==> src/rtl/led_round_controller.sv <==
// LED memory-game round sequencer: shows an LFSR-derived 3-bit pattern, opens a
// response window for the scorer, accumulates hits, and steps through rounds.
module led_round_controller #(
  parameter int unsigned SHOW_CYCLES = 50,
  parameter int unsigned RESP_CYCLES = 200,
  parameter int unsigned NUM_ROUNDS  = 10,
  parameter logic [7:0]  LFSR_SEED   = 8'hA5
) (
  input  logic       clk,
  input  logic       rst,
  input  logic       start,
  input  logic       Point,
  input  logic       valid,
  output logic [2:0] LED,
  output logic [7:0] score,
  output logic [3:0] round,
  output logic       busy,
  output logic       done
);

  typedef enum logic [2:0] {IDLE, SHOW, RESP, NEXT, DONE} state_e;

  localparam logic [15:0] SHOW_LAST  = 16'(SHOW_CYCLES - 1);
  localparam logic [15:0] RESP_LAST  = 16'(RESP_CYCLES - 1);
  localparam logic [3:0]  LAST_ROUND = 4'(NUM_ROUNDS);

  state_e      state_q, state_d;
  logic [7:0]  lfsr_q, lfsr_d;
  logic [2:0]  pat_q, pat_d;
  logic [2:0]  led_q, led_d;
  logic [7:0]  score_q, score_d;
  logic [3:0]  round_q, round_d;
  logic        busy_q, busy_d;
  logic        done_q, done_d;
  logic [15:0] cnt_q, cnt_d;
  logic [1:0]  rcnt_q, rcnt_d;
  logic [2:0]  captured;

  // Fibonacci LFSR x^8+x^6+x^5+x^4+1; an all-zero pattern would show nothing, so it maps to 001.
  assign lfsr_d   = {lfsr_q[6:0], lfsr_q[7] ^ lfsr_q[5] ^ lfsr_q[4] ^ lfsr_q[3]};
  assign captured = (lfsr_q[2:0] == 3'b000) ? 3'b001 : lfsr_q[2:0];

  always_comb begin
    // NOTE: every variable gets a default first so no path can leave one unassigned and infer a latch.
    state_d = state_q;
    pat_d   = pat_q;
    score_d = score_q;
    round_d = round_q;
    cnt_d   = cnt_q + 16'd1;
    rcnt_d  = rcnt_q;

    unique case (state_q)
      IDLE, DONE: begin
        if (start) begin
          state_d = SHOW;
          round_d = 4'd1;
          score_d = 8'd0;
          pat_d   = captured;
        end
      end
      SHOW: begin
        if (cnt_q == SHOW_LAST) state_d = RESP;
      end
      RESP: begin
        if (valid && rcnt_q != 2'd3) begin
          rcnt_d = rcnt_q + 2'd1;
          if (Point && score_q != 8'hFF) score_d = score_q + 8'd1;
          if (rcnt_q == 2'd2) state_d = NEXT;
        end
        if (cnt_q == RESP_LAST) state_d = NEXT;
      end
      NEXT: begin
        if (round_q == LAST_ROUND) begin
          state_d = DONE;
        end else begin
          state_d = SHOW;
          round_d = round_q + 4'd1;
          pat_d   = captured;
        end
      end
      default: state_d = IDLE;
    endcase

    // Every state entry starts its dwell and response counts from zero.
    if (state_d != state_q) begin
      cnt_d  = 16'd0;
      rcnt_d = 2'd0;
    end

    led_d  = (state_d == SHOW || state_d == RESP) ? pat_d : 3'b000;
    busy_d = (state_d == SHOW || state_d == RESP || state_d == NEXT);
    done_d = (state_d == DONE);
  end

  // NOTE: non-blocking assignments so every register samples pre-edge values regardless of statement order.
  always_ff @(posedge clk) begin
    if (!rst) begin
      state_q <= IDLE;
      lfsr_q  <= LFSR_SEED;
      pat_q   <= 3'b000;
      led_q   <= 3'b000;
      score_q <= 8'd0;
      round_q <= 4'd0;
      busy_q  <= 1'b0;
      done_q  <= 1'b0;
      cnt_q   <= 16'd0;
      rcnt_q  <= 2'd0;
    end else begin
      state_q <= state_d;
      lfsr_q  <= lfsr_d;
      pat_q   <= pat_d;
      led_q   <= led_d;
      score_q <= score_d;
      round_q <= round_d;
      busy_q  <= busy_d;
      done_q  <= done_d;
      cnt_q   <= cnt_d;
      rcnt_q  <= rcnt_d;
    end
  end

  assign LED   = led_q;
  assign score = score_q;
  assign round = round_q;
  assign busy  = busy_q;
  assign done  = done_q;

endmodule
==> config.mk <==
export PLATFORM = sky130hd
export DESIGN_NAME = led_round_controller
export DESIGN_NICKNAME = d
export VERILOG_FILES = /design/src/rtl/led_round_controller.sv
export SDC_FILE = /design/constraint.sdc
export NUM_CORES = 1
export LEC_CHECK = 0
export ABC_AREA = 1
export ABC_CLOCK_PERIOD_IN_PS = 2700
export CAP_MARGIN = 20
export CORE_MARGIN = 4
export CORE_UTILIZATION = 35
export DETAILED_ROUTE_END_ITERATION = 6
export RECOVER_POWER = 100
export SETUP_SLACK_MARGIN = 0.1
export SLEW_MARGIN = 20
export SYNTH_ARGS = -nofsm -noshare
export SYNTH_HDL_FRONTEND = slang
export SYNTH_SLANG_ARGS = --single-unit
==> constraint.sdc <==
create_clock -name clk -period 2.7 [get_ports clk]
set_input_delay 0.54 -clock clk [delete_from_list [all_inputs] [get_ports clk]]
set_output_delay 0.54 -clock clk [all_outputs]
set_load 0.05 [all_outputs]
# --- Word level (Yosys, flattened, before mapping) ---
# Index checks and enable logic that the tools add are counted.
op_classes:
  eq_ne: 19
  div_mod_pow: 0
  n_shift: 0
  n_mux: 18
  reduce_logical: 14
  magnitude_cmp: 0
  bitwise_logic: 4
  addsub: 4
  n_mul: 0
op_table:
  columns: ["cell", "n"]
  rows:
  - ["$mux 3", 9]
  - ["$mux 8", 3]
  - ["$add 16x1->16 const B", 1]
  - ["$eq 16x6->1 const B", 1]
  - ["$eq 16x8->1 const B", 1]
  - ["$pmux 8 s2", 1]
  - ["$eq 3x2->1 const B", 4]
  - ["$pmux 3 s4", 1]
  - ["$ne 2x2->1 const B", 5]
  - ["$add 8x1->8 const B", 1]
  - ["$mux 4", 2]
  - ["$ne 8x8->1 const B", 1]
  - ["$pmux 4 s2", 1]
  - ["$eq 3x1->1 const B", 2]
  - ["$eq 3x3->1 const B", 2]
  - ["$logic_not 3->1", 2]
  - ["$pmux 3 s2", 1]
  - ["$add 4x1->4 const B", 1]
  - ["$eq 4x4->1 const B", 1]
  - ["$reduce_and 2->1", 2]
  - ["$reduce_and 4->1", 1]
  - ["$reduce_bool 2->1", 2]
  - ["$reduce_or 2->1", 2]
  - ["$ne 3x3->1", 1]
  - ["other kinds (7)", 11]
totals:
  mem_bits_ro: 0
  wordCells: 69
  ramBits: 0
  latchBits: 0
  memories: 0
  output_inout_bits: 17
  register_bits: 49

# --- Depth between registers and ports, before layout ---
# Gate-level depths: netlist of the first run.
depth:
  ltp_word: 8
  ltp_mapped: 12
  mapped_depth_nobuf: 11

# --- Worst setup path before layout of the first run ---
# Ideal clock, no wire load.
synth_timing:
  path_type: "flip-flop to flip-flop"
  start: "register round_q[0], in the netlist round[0]"
  end: "register cnt_q[11]"
  path_stages_with_launch: 12
  setup_time_ns: 0.119
  setup_slack_ns: 0.829
  arrival_time_ns: 1.753
  required_time_ns: 2.581
  cell_sequence: "dfxtp_1 > inv_1 > ha_1 > nand3_1 > nand2_2 > nand2_2 > a21oi_2 > nand2_1 > nand2_2 > nand3_4 > buf_6 > nor2_2"
synth_between:
  elab_chain_len: 5
synth_rtl:
  columns: ["element", "line_no", "text"]
  rows:
  - ["start: declaration", "32", "logic [3:0] round_q, round_d;"]
  - ["start signal: assignment", "114", "round_q <= round_d;"]
  - ["$eq 4x4->1", "73", "if (round_q == LAST_ROUND) begin"]
  - ["$mux 3", "73", null]
  - ["$pmux 3 s4", "52", "unique case (state_q)"]
  - ["$ne 3x3->1", "85", "if (state_d != state_q) begin"]
  - ["$reduce_or 2->1 (no source line)", null, null]
  - ["end signal: assignment", "117", "cnt_q <= cnt_d;"]
  - ["end: declaration", "35", "logic [15:0] cnt_q, cnt_d;"]
# Every way passes these cells.
# A chain may end at the register's enable or synchronous reset.

# --- Final worst setup path of the first run ---
layout_timing:
  start: "register score_q[3], in the netlist score[3]"
  end: "output score[3]"
layout_lines:
  columns: ["element", "line_no", "text"]
  rows:
  - ["start: declaration", "31", "logic [7:0] score_q, score_d;"]
  - ["start signal: assignment", "113", "score_q <= score_d;"]
  - ["end: declaration", "15", "output logic [7:0] score,"]
# No word-level cell between the ends.

==> results.md, run 1 <==
- depth of the CTS H-tree: 2
- top cell type's share of synthesized area: 42.9%
- sum of met3 wire segment lengths after detailed routing: 142 um
- fraction of power consumed by sequential logic: 57.0%
- highest routed layer: met4
- outcome: finished, final reports clean
- worst-case vdd ir drop: 313 uV
- min cycle time layout: 2.20 ns
- type of the worst setup path: reg2out
- HP Class: reg2reg
- number of antenna violations at the first check in global routing: 0
- fill cell total of the finished layout: 653
- Site Rows: 29
- CP bufs+invs: 1
- I/O pin total: 22
- post-CTS clock slew at the launch and capture registers of the worst setup and hold paths: 0.09 ns
- Vias/cell: 4.42
- largest net degree at the start of global routing: 20
- CTS Hold Bufs: 0
- CP required: 2.16 ns
- transition time at the pin with the least slew margin: 0.876 ns
- floorplan die height: 88.8 um
- number of sinks driven by the clock tree: 49
- total length of routed met2 wires: 1920 um
- number of hold violations in the final report: 0
- cell type with the highest aggregate area in the netlist: sky130_fd_sc_hd__dfxtp_1
- Worst Clk Skew: 0.00908 ns
- vias in the first global route: 1,791
- placer congestion estimate: 0.843
- standard cell core area: 6350 um2
- cell count after synthesis: 307
- endpoint arrival time on the critical path: 1.66 ns
- length of the first detailed-routing pass in iterations: 4
- Max Cap Viol: 0
- setup repair after global routing missed its margin: false
- relative contribution of the clock network to total power: 32.1%
- final-report max-slew violation count: 0
- effective utilization at floorplan: 36.0%
- final setup vio count: 0
- number of design-rule violations left by the first detailed-router iteration: 80
- cell family with most CP delay: buffers and inverters
- critical path cell sequence: dlygate4sd3_1
- detailed-placement wirelength estimate: 3190 um
- antenna diode count: 0
- Root Driver: sky130_fd_sc_hd__clkbuf_8
- detailed-route via count: 1,818
- maximum achievable frequency: 0.454 GHz
- Max Root-Sink Buffers: 2
- Die Outline Area: 7880 um2
- post-detailed-route DRC marker count: 0
- internal power contribution: 0.978 mW
- Place WS: 0.605 ns
- Layout Area Growth over Synthesis: 15.4%
- cells resized by post-CTS repair: 0
- Synth Area per Inst: 7.44 um2
- global route overflow: 0
- WL per Instance: 10.5 um
- power density normalized to cell area: 508 nW/um2
- ranking of synthesized cells by area: sky130_fd_sc_hd__dfxtp_1 43%, sky130_fd_sc_hd__nand2_1 9.0%, sky130_fd_sc_hd__nor2_1 8.2%
- period utilisation layout: 81.5%
- post-CTS setup-driven buffer insertion count: 0
- die boundary width: 88.8 um
- CP Launch Type: register
- Clock Latency Late Sink: 0.30 ns
- Largest stage delay, worst path: 0.91 ns
- number of nets in the synthesized netlist: 319
- final total negative setup slack: 0 ns
- total routed wire length on the met1 layer: 2170 um
- Port Buf Inserts: 21
- share of synthesized area occupied by flip-flops and latches: 42.9%
- ratio of cells with drive above 1 in the final layout: 6.29%
- clock tree from TritonCTS: done
- count of distinct cell types in the synthesized netlist: 28
- critical path peak fanout: 6
- number of nets in the final layout: 345
- switching part of the total power: 27.1%
- residual antenna-violating net count after detailed routing: 0
- logic gate share of total power: 10.9%
- leakage power: 1.13 nW
- Worst Setup Slack, final: 0.499 ns
- final cell area excluding filler cells: 2640 um2
- total length of routed wires: 4300 um
- Slew headroom: 41.6%
- crit path capture type: primary output
- number of buffers inserted during clock tree synthesis: 5
- slowest cell on the critical path: sky130_fd_sc_hd__dlygate4sd3_1
- Yosys reg bits: 49
- Yosys warning total: 0
- post-detailed-placement cell area: 2580 um2
- global routing usage summed across all routing layers: 12.0%
- switching power of the nets: 0.363 mW
- wire length of the first global-routing pass: 7490 um
- Cell Area, Synth: 2280 um2
[registers in the layout (all words and copies together), names as in the netlist]
signal,flops
cnt_q,16
score,8
done,1
state_q,3
rcnt_q,2
pat_q,3
lfsr_q,8
LED,3
round,4
busy,1
[layer usage]
metal  up-vias  global-route usage [%]
met5         -                       0
met4         0                    4.53
met3         6                    3.07
met2        17                    19.6
met1       800                    15.3
li1        995                       -
[synth_stat cells (all sizes together)]
library cell and instances:
nand2 59, xor2 15, clkbuf 2, buf 2, nand4 2, dfxtp 49, o211ai 1, inv 48
o21ai 8, nor3b 1, or2 3, nor3 11, a211oi 1, nor2 60, xnor2 5, nand3 17
ha 7, a21oi 16
[cell usage in the layout (no fill, tap or decap)]
master / instances
sky130_fd_sc_hd__nand2_1: 59
sky130_fd_sc_hd__nor2_1: 56
sky130_fd_sc_hd__dfxtp_1: 49
sky130_fd_sc_hd__inv_1: 47
sky130_fd_sc_hd__dlygate4sd3_1: 18
sky130_fd_sc_hd__a21oi_1: 16
sky130_fd_sc_hd__nand3_1: 15
sky130_fd_sc_hd__xor2_1: 15
sky130_fd_sc_hd__nor3_1: 9
sky130_fd_sc_hd__o21ai_0: 7
sky130_fd_sc_hd__ha_1: 7
sky130_fd_sc_hd__xnor2_1: 5
sky130_fd_sc_hd__clkbuf_8: 5
sky130_fd_sc_hd__nor2_2: 4
sky130_fd_sc_hd__or2_2: 3
sky130_fd_sc_hd__clkdlybuf4s50_1: 3
sky130_fd_sc_hd__nand4_1: 2
sky130_fd_sc_hd__clkbuf_1: 2
sky130_fd_sc_hd__inv_2: 1
sky130_fd_sc_hd__nand3_2: 1
sky130_fd_sc_hd__nor3_4: 1
sky130_fd_sc_hd__o21ai_1: 1
sky130_fd_sc_hd__nor3b_2: 1
sky130_fd_sc_hd__o211ai_1: 1
sky130_fd_sc_hd__nand3_4: 1
sky130_fd_sc_hd__nor3_2: 1
sky130_fd_sc_hd__a211oi_1: 1
sky130_fd_sc_hd__clkinvlp_4: 1
sky130_fd_sc_hd__inv_6: 1
sky130_fd_sc_hd__clkinv_2: 1
[logic make-up after synthesis]
group                    synth area share (%)
flip-flops                               42.9
buffers and inverters                    8.87
AO/OA/AOI/OAI                            6.08
adder cells (fa/ha/maj)                  3.83
AND/OR/NAND/NOR                          30.6
XOR/XNOR                                 7.67
[per-stage QoR]
step                hold WS [ns]  cells  util, %  power, mW
floorplan                  0.393    307        -      0.895
global placement           0.398    403     40.7      0.938
global route               0.450    411     41.5       1.41
CTS                        0.435    411     42.1       1.38
detailed placement         0.406    403     40.7      0.940
finish                     0.430    411     41.5       1.34
[layout make-up]
cell class	count	area [um2]	area share, %
clock buffers	5	68.8	2.61
repair buffers	23	218	8.25
flip-flops and latches	49	981	37.2
well taps	77	96.3	3.65
inverters	48	180	6.83
multi-input cells	206	1070	40.7
clock inverters	3	21.3	0.806
[final timing paths]
kind / from / endpoint / slack [ns] / depth (start not counted)
setup / recovery: score[3] / score[3] / 0.50 / 1
hold / removal: lfsr_q[6] / lfsr_q[7] / 0.43 / 1
setup reg to reg: round[0] / rcnt_q[0] / 0.86 / 10
hold reg to reg: lfsr_q[6] / lfsr_q[7] / 0.43 / 1
[power groups by stage]
| stage | clock [mW] | sequential (mW) | combinational, mW |
|---|---|---|---|
| CTS | 0.455 | 0.766 | 0.158 |
| finish | 0.430 | 0.765 | 0.146 |
| global route | 0.477 | 0.769 | 0.164 |
| global placement | 0 | 0.783 | 0.155 |
| floorplan | 0 | 0.808 | 0.0868 |
| detailed placement | 0 | 0.783 | 0.157 |
Power figures use the tool's default switching activity.
==> run 2, diff against run 1 <==
--- a/config.mk
+++ b/config.mk
@@ -6,7 +6,7 @@
 export NUM_CORES = 1
 export LEC_CHECK = 0
 export ABC_AREA = 1
-export ABC_CLOCK_PERIOD_IN_PS = 2700
+export ABC_CLOCK_PERIOD_IN_PS = 1900
 export CAP_MARGIN = 20
 export CORE_MARGIN = 4
 export CORE_UTILIZATION = 35
==> constraint.sdc (replaced) <==
create_clock -name clk -period 1.9 [get_ports clk]
set_input_delay 0.38 -clock clk [delete_from_list [all_inputs] [get_ports clk]]
set_output_delay 0.38 -clock clk [all_outputs]
set_load 0.05 [all_outputs]
==> results.md, run 2 (same netlist as run 1, synthesis figures left out) <==
- outcome: finished, final reports clean, unchanged
- Worst Clk Skew: 0.0113 ns, was 0.00908 ns
- Hold Startpoint: lfsr_q[6], unchanged
- maximum achievable frequency: 0.591 GHz
- critical path's most frequent cell: sky130_fd_sc_hd__nand2_2
- most common cell after layout, fill and taps aside: sky130_fd_sc_hd__nand2_1, unchanged
- die boundary width: 88.8 um, unchanged
- Max Root-Sink Buffers: 2, unchanged
- total length of routed wires: 4280 um, was 4300 um
- Vias/cell: 4.46, was 4.42
- effective utilization at floorplan: 36.0%, unchanged
- CTS Hold Bufs: 0, unchanged
- internal power contribution: 1.39 mW, was 0.978 mW
- Largest stage delay, worst path: 0.35 ns, was 0.91 ns
- switching power of the nets: 0.533 mW, was 0.363 mW
- switching part of the total power: 27.7%, was 27.1%
- Layout Area Growth over Synthesis: 15.6%, was 15.4%
- CP Launch Type: register, unchanged
- critical path peak fanout: 9, was 6
- Final Total Pwr: 1.93 mW, was 1.34 mW
- number of antenna violations at the first check in global routing: 0, unchanged
- most frequent cells in the layout: 55 x sky130_fd_sc_hd__nand2_1, 51 x sky130_fd_sc_hd__nor2_1, 48 x sky130_fd_sc_hd__dfxtp_1, was 59 x sky130_fd_sc_hd__nand2_1, 56 x sky130_fd_sc_hd__nor2_1, 49 x sky130_fd_sc_hd__dfxtp_1
- depth of the CTS H-tree: 2, unchanged
- logic gate share of total power: 11.3%, was 10.9%
- fill cell total of the finished layout: 653, unchanged
- clock tree from TritonCTS: done, unchanged
- Largest register FFs: 16, unchanged
- largest reg by FF count: cnt_q, unchanged
- vias in the first global route: 1,830, was 1,791
- Die Outline Area: 7880 um2, unchanged
- CP bufs+invs: 1, unchanged
- post-CTS clock slew at the launch and capture registers of the worst setup and hold paths: 0.10 ns, was 0.09 ns
- Slew headroom: 60.2%, was 41.6%
- residual antenna-violating net count after detailed routing: 0, unchanged
- floorplan die height: 88.8 um, unchanged
- combined flip-flop and latch cell area: 982 um2, was 981 um2
- period utilisation layout: 89.1%
- Clock Latency Late Sink: 0.30 ns, about the same
- Port Buf Inserts: 21, unchanged
- detailed-placement wirelength estimate: 3070 um, was 3190 um
- final setup vio count: 0, unchanged
- transition time at the pin with the least slew margin: 0.600 ns, was 0.876 ns
- Site Rows: 29, unchanged
- number of hold violations in the final report: 0, unchanged
- endpoint arrival time on the critical path: 1.92 ns, was 1.66 ns
- Max Cap Viol: 0, unchanged
- power density normalized to cell area: 729 nW/um2, was 508 nW/um2
- worst-case vdd ir drop: 348 uV, was 313 uV
- cell family with most CP delay: simple AND/OR/NAND/NOR gates, was buffers and inverters
- type of the worst setup path: reg2reg, was reg2out
- Root Driver: sky130_fd_sc_hd__clkbuf_8, unchanged
- Crit. Startpoint: round[0], was score[3]
- CP required: 2.13 ns, was 2.16 ns
- number of design-rule violations left by the first detailed-router iteration: 88, was 80
- Layout Utilization: 41.6%, was 41.5%
- slowest cell on the critical path: sky130_fd_sc_hd__dfxtp_2, was sky130_fd_sc_hd__dlygate4sd3_1
- global route overflow: 0, unchanged
- final-report max-slew violation count: 0, unchanged
- number of sinks driven by the clock tree: 49, unchanged
- post-detailed-route DRC marker count: 0, unchanged
- HP Class: reg2reg, unchanged
- placer congestion estimate: 0.826, was 0.843
- critical path cell sequence: inv_1 > ha_1 > nand3_1 > nand2_2 > nand2_4 > a21oi_2 > nand2_1 > nand2_2 > nand3_2 > nor2_1, was dlygate4sd3_1
- WL per Instance: 10.3 um, was 10.5 um
- fraction of power consumed by sequential logic: 56.4%, was 57.0%
- min cycle time layout: 1.69 ns
- largest net degree at the start of global routing: 20, unchanged
- ratio of cells with drive above 1 in the final layout: 10.9%, was 6.29%
- setup repair after global routing missed its margin: false, unchanged
- antenna diode count: 0, unchanged
- I/O pin total: 22, unchanged
- wire length of the first global-routing pass: 7690 um, was 7490 um
- leakage power: 1.10 nW, was 1.13 nW
- number of buffers inserted during clock tree synthesis: 5, unchanged
- length of the first detailed-routing pass in iterations: 4, unchanged
- final total negative setup slack: 0 ns, unchanged
- crit path capture type: register, was primary output
- standard cell core area: 6350 um2, unchanged
- detailed-route via count: 1,857, was 1,818
- global routing usage summed across all routing layers: 12.1%, was 12.0%
- worst r2r src: round[0], unchanged
- relative contribution of the clock network to total power: 32.2%, was 32.1%
- multi-input logic area: 1110 um2, was 1070 um2
- number of nets in the final layout: 350, was 345
==> run 2: cell types whose count changed in the layout (fill, tap and decap cells not counted), moves of 3 or more <==
cell / before / now
sky130_fd_sc_hd__nand2_2: 0 / 3
sky130_fd_sc_hd__nor2_2: 4 / 9
sky130_fd_sc_hd__nand2_1: 59 / 55
sky130_fd_sc_hd__clkbuf_1: 2 / 12
sky130_fd_sc_hd__dlygate4sd2_1: 0 / 8
sky130_fd_sc_hd__nor2_1: 56 / 51
sky130_fd_sc_hd__dlygate4sd3_1: 18 / 1
==> run 2: cell type report <==
cell class                 count  share of cell area [%]
multi-input combinational    207                    42.2
sequential                    49                    37.2
inverter                      48                    6.96
timing repair buffer          27                    6.63
tap                           77                    3.65
clock buffer                   5                    2.61
clock inverter                 3                   0.805
==> run 2: stage by stage <==
stage / hold slack (ns) / instances / worst slack [ns] / instance area [um2]
final: 0.431 / 416 / 0.207 / 2640
after global routing: 0.442 / 416 / 0.0528 / 2640
after CTS: 0.434 / 413 / 0.109 / 2660
after detailed placement: 0.413 / 405 / 0.00184 / 2580
after global placement: 0.399 / 405 / 0.0168 / 2580
after floorplan: 0.393 / 307 / 0.112 / 2290
==> run 2: final timing paths <==
| path | slack [ns] | cells past startpoint | to |
|---|---|---|---|
| setup / recovery | 0.21 | 10 | cnt_q[2] |
| hold reg to reg | 0.43 | 1 | lfsr_q[7] |
| setup reg to reg | 0.21 | 10 | cnt_q[2] |
| hold / removal | 0.43 | 1 | lfsr_q[7] |
==> run 2: power groups by stage <==
stage / clock [mW] / sequential (mW) / combinational, mW
after floorplan: 0 / 1.15 / 0.123
after global placement: 0 / 1.11 / 0.225
after detailed placement: 0 / 1.11 / 0.225
after CTS: 0.647 / 1.09 / 0.222
after global routing: 0.684 / 1.09 / 0.250
final: 0.620 / 1.09 / 0.218
==> run 2: what timing repair did <==
action / CTS / global route
buffers inserted: 0 / 2
resized for setup: 8 / 7
setup endpoints to repair: 8 / 22
cloned: 0 / 1
endpoints found under the hold margin: 0 / 0
==> run 2: layer usage <==
metal,share of wire (%),global-route usage [%]
met1,50,15.9
met5,0,0
met3,4.2,2.79
met4,1.4,4.12
met2,44,19.5
==> run 3, diff against run 2 <==
--- a/config.mk
+++ b/config.mk
@@ -6,7 +6,6 @@
 export NUM_CORES = 1
 export LEC_CHECK = 0
 export ABC_AREA = 1
-export ABC_CLOCK_PERIOD_IN_PS = 1900
 export CAP_MARGIN = 20
 export CORE_MARGIN = 4
 export CORE_UTILIZATION = 35
==> results of run 3 <==
The final DEF is identical to that of run 2; final timing and power are the same.
==> patch, RTL diff (config.mk and constraints of run 3) <==
Encoding of `state_e`: now one-hot (5 bits for 5 states).
--- a/src/rtl/led_round_controller.sv
+++ b/src/rtl/led_round_controller.sv
@@ -18,7 +18,7 @@
   output logic       done
 );
 
-  typedef enum logic [2:0] {IDLE, SHOW, RESP, NEXT, DONE} state_e;
+  typedef enum logic [4:0] {IDLE = 5'b00001, SHOW = 5'b00010, RESP = 5'b00100, NEXT = 5'b01000, DONE = 5'b10000} state_e;
 
   localparam logic [15:0] SHOW_LAST  = 16'(SHOW_CYCLES - 1);
   localparam logic [15:0] RESP_LAST  = 16'(RESP_CYCLES - 1);
Formal check against the unedited RTL: same outputs for any inputs over 10 cycles, from zero or initial values and one cycle with rst low; not proved beyond that.
==> patch against run 3 <==
Wire length is 16% higher. Synthesized area rose by 10%. Synthesized cell count increased by 14%. Largest power group unchanged. Worst setup slack better by 62 ps. Highest routed layer unchanged. Via count rose by 14%. Cell area up 7.3%. Critical path type is now register to output port. Register-to-register slack better by 80 ps. Total power is 7.7% higher. Sequential cell count grew 2.
==> patch: results (changes against run 3) <==
stage,metric,value,unit,change
yosys,post-synthesis sequential area ratio,40.5,%,was 42.9%
finish,Multi-input comb cells,250,,was 207
critical_path,"reg-to-reg slack, setup",290,ps,was 210 ps
finish,Final #Nets,389,,was 350
yosys,Yosys reg bits,51,,was 49
global_route,largest net degree at the start of global routing,19,,was 20
critical_path,Crit-path slowest cell,clkbuf_1,,was dfxtp_2
routing,met2 wire len,2360,um,was 1900 um
critical_path,crit path from,score[3]$_SDFFE_PN0P_,,was round[0]$_SDFFE_PN0P_
outcome,status,completed,,unchanged
routing,DR iter-0 viols,58,,was 88
routing,met1 wire length,2340,um,was 2140 um
yosys,commonest cells in the netlist,"nand2_1, nor2_1, dfxtp_1, inv_1, nand3_1",,"was nand2_1, nor2_1, dfxtp_1, inv_1"
finish,share of layout cells above drive strength 1,8.99,%,was 10.9%
global_route,met2 Usage GRT,21.1,%,was 19.5%
critical_path,Worst Reg2Reg Path Length in Cells,8,,was 10
critical_path,Critical R2R Launch,round[1]$_SDFFE_PN0P_,,was round[0]$_SDFFE_PN0P_
critical_path,largest fanout on the critical path,6,,was 9
yosys,Post-Synth XOR/XNOR Area,6.25,%,was 7.67%
critical_path,worst setup path end,score[3],,was cnt_q[2]$_SDFF_PP0_
finish,# fillers,773,,was 653
yosys,Synth Area in Compound Gates,5.06,%,was 6.08%
finish,area taken by multi-input logic gates,0.00128,sq mm,was 0.00111 sq mm
finish,number of clock buffers in the layout,6,,was 5
yosys,Post-Synth Adder-Cell Area,3.47,%,was 3.83%
routing,routed wl met3,181,um,was 178 um
yosys,synth unique cells,27,,was 28
power,P_leak,1.12,nW,was 1.10 nW
yosys,ranking of synthesized cells by area,"dfxtp_1, nand2_1, nor2_1",,unchanged
floorplan,tap cells,96,,was 77
yosys,post-synthesis net count,361,,was 319
finish,Sequential Area,0.00102,sq mm,was 982 sq um
placed_design,gp weighted congestion,0.830,,was 0.826
critical_path,CP arrival,1250,ps,was 1920 ps
finish,Signal buffers,24,,was 27
critical_path,CP max stage delay,500,ps,was 350 ps
sta,Hold Slack,422,ps,was 431 ps
sta,Clock Skew,12.0,ps,was 11.3 ps
global_route,vias in the first global route,1968,,was 1830
finish,ClkCell Share,3.49,%,was 3.41%
clocking,H-tree depth,2,,unchanged
routing,WL per Instance,10.5,um,was 10.3 um
global_route,met3 GRT Util,2.68,%,was 2.79%
finish,Non-clk invs,45,,was 48
routing,vias,2110,,was 1857
critical_path,RR Endpoint,LED[2]$_SDFF_PN0_,,was cnt_q[2]$_SDFF_PP0_
critical_path,"delay-heaviest family, CP",buffers and inverters,,was simple AND/OR/NAND/NOR gates
sta,Slew HR,60.4,%,was 60.2%
power,maximum vdd ir drop,0.236,mV,was 0.348 mV
global_route,all-layer global routing usage,12.1,%,about the same
## patch: cell types whose count changed in the layout (fill, tap and decap cells not counted), sizes merged, moves of 2 or more
cell and change:
a21oi -2, dfxtp +2, dlygate4sd2 -3, inv -3
nand2 +22, nand3 +16, nand3b +3, nand4 -2
nor2 +12, nor3 -6, xor2 -2
## patch: per-stage QoR
stage | utilization (%) | setup WS (ps) | std cells
floorplan | - | 171 | 349
global placement | 40.8 | 107 | 466
detailed placement | 40.8 | 91.8 | 466
CTS | 42.1 | 263 | 474
global route | 41.0 | 99.3 | 474
finish | 41.0 | 269 | 474
## patch: report_power, final
part	switching, mW	total, mW	internal [mW]
Sequential	0.0316	1.14	1.11
Combinational	0.198	0.277	0.0792
Clock	0.357	0.654	0.298
Total	0.586	2.07	1.49
## patch: what timing repair did
action                                 in CTS  in global routing
resized for setup                           5                  0
endpoints found under the hold margin       0                  0
setup endpoints to repair                   5                  0
buffers inserted                            0                  0
hold buffers                                0                  0
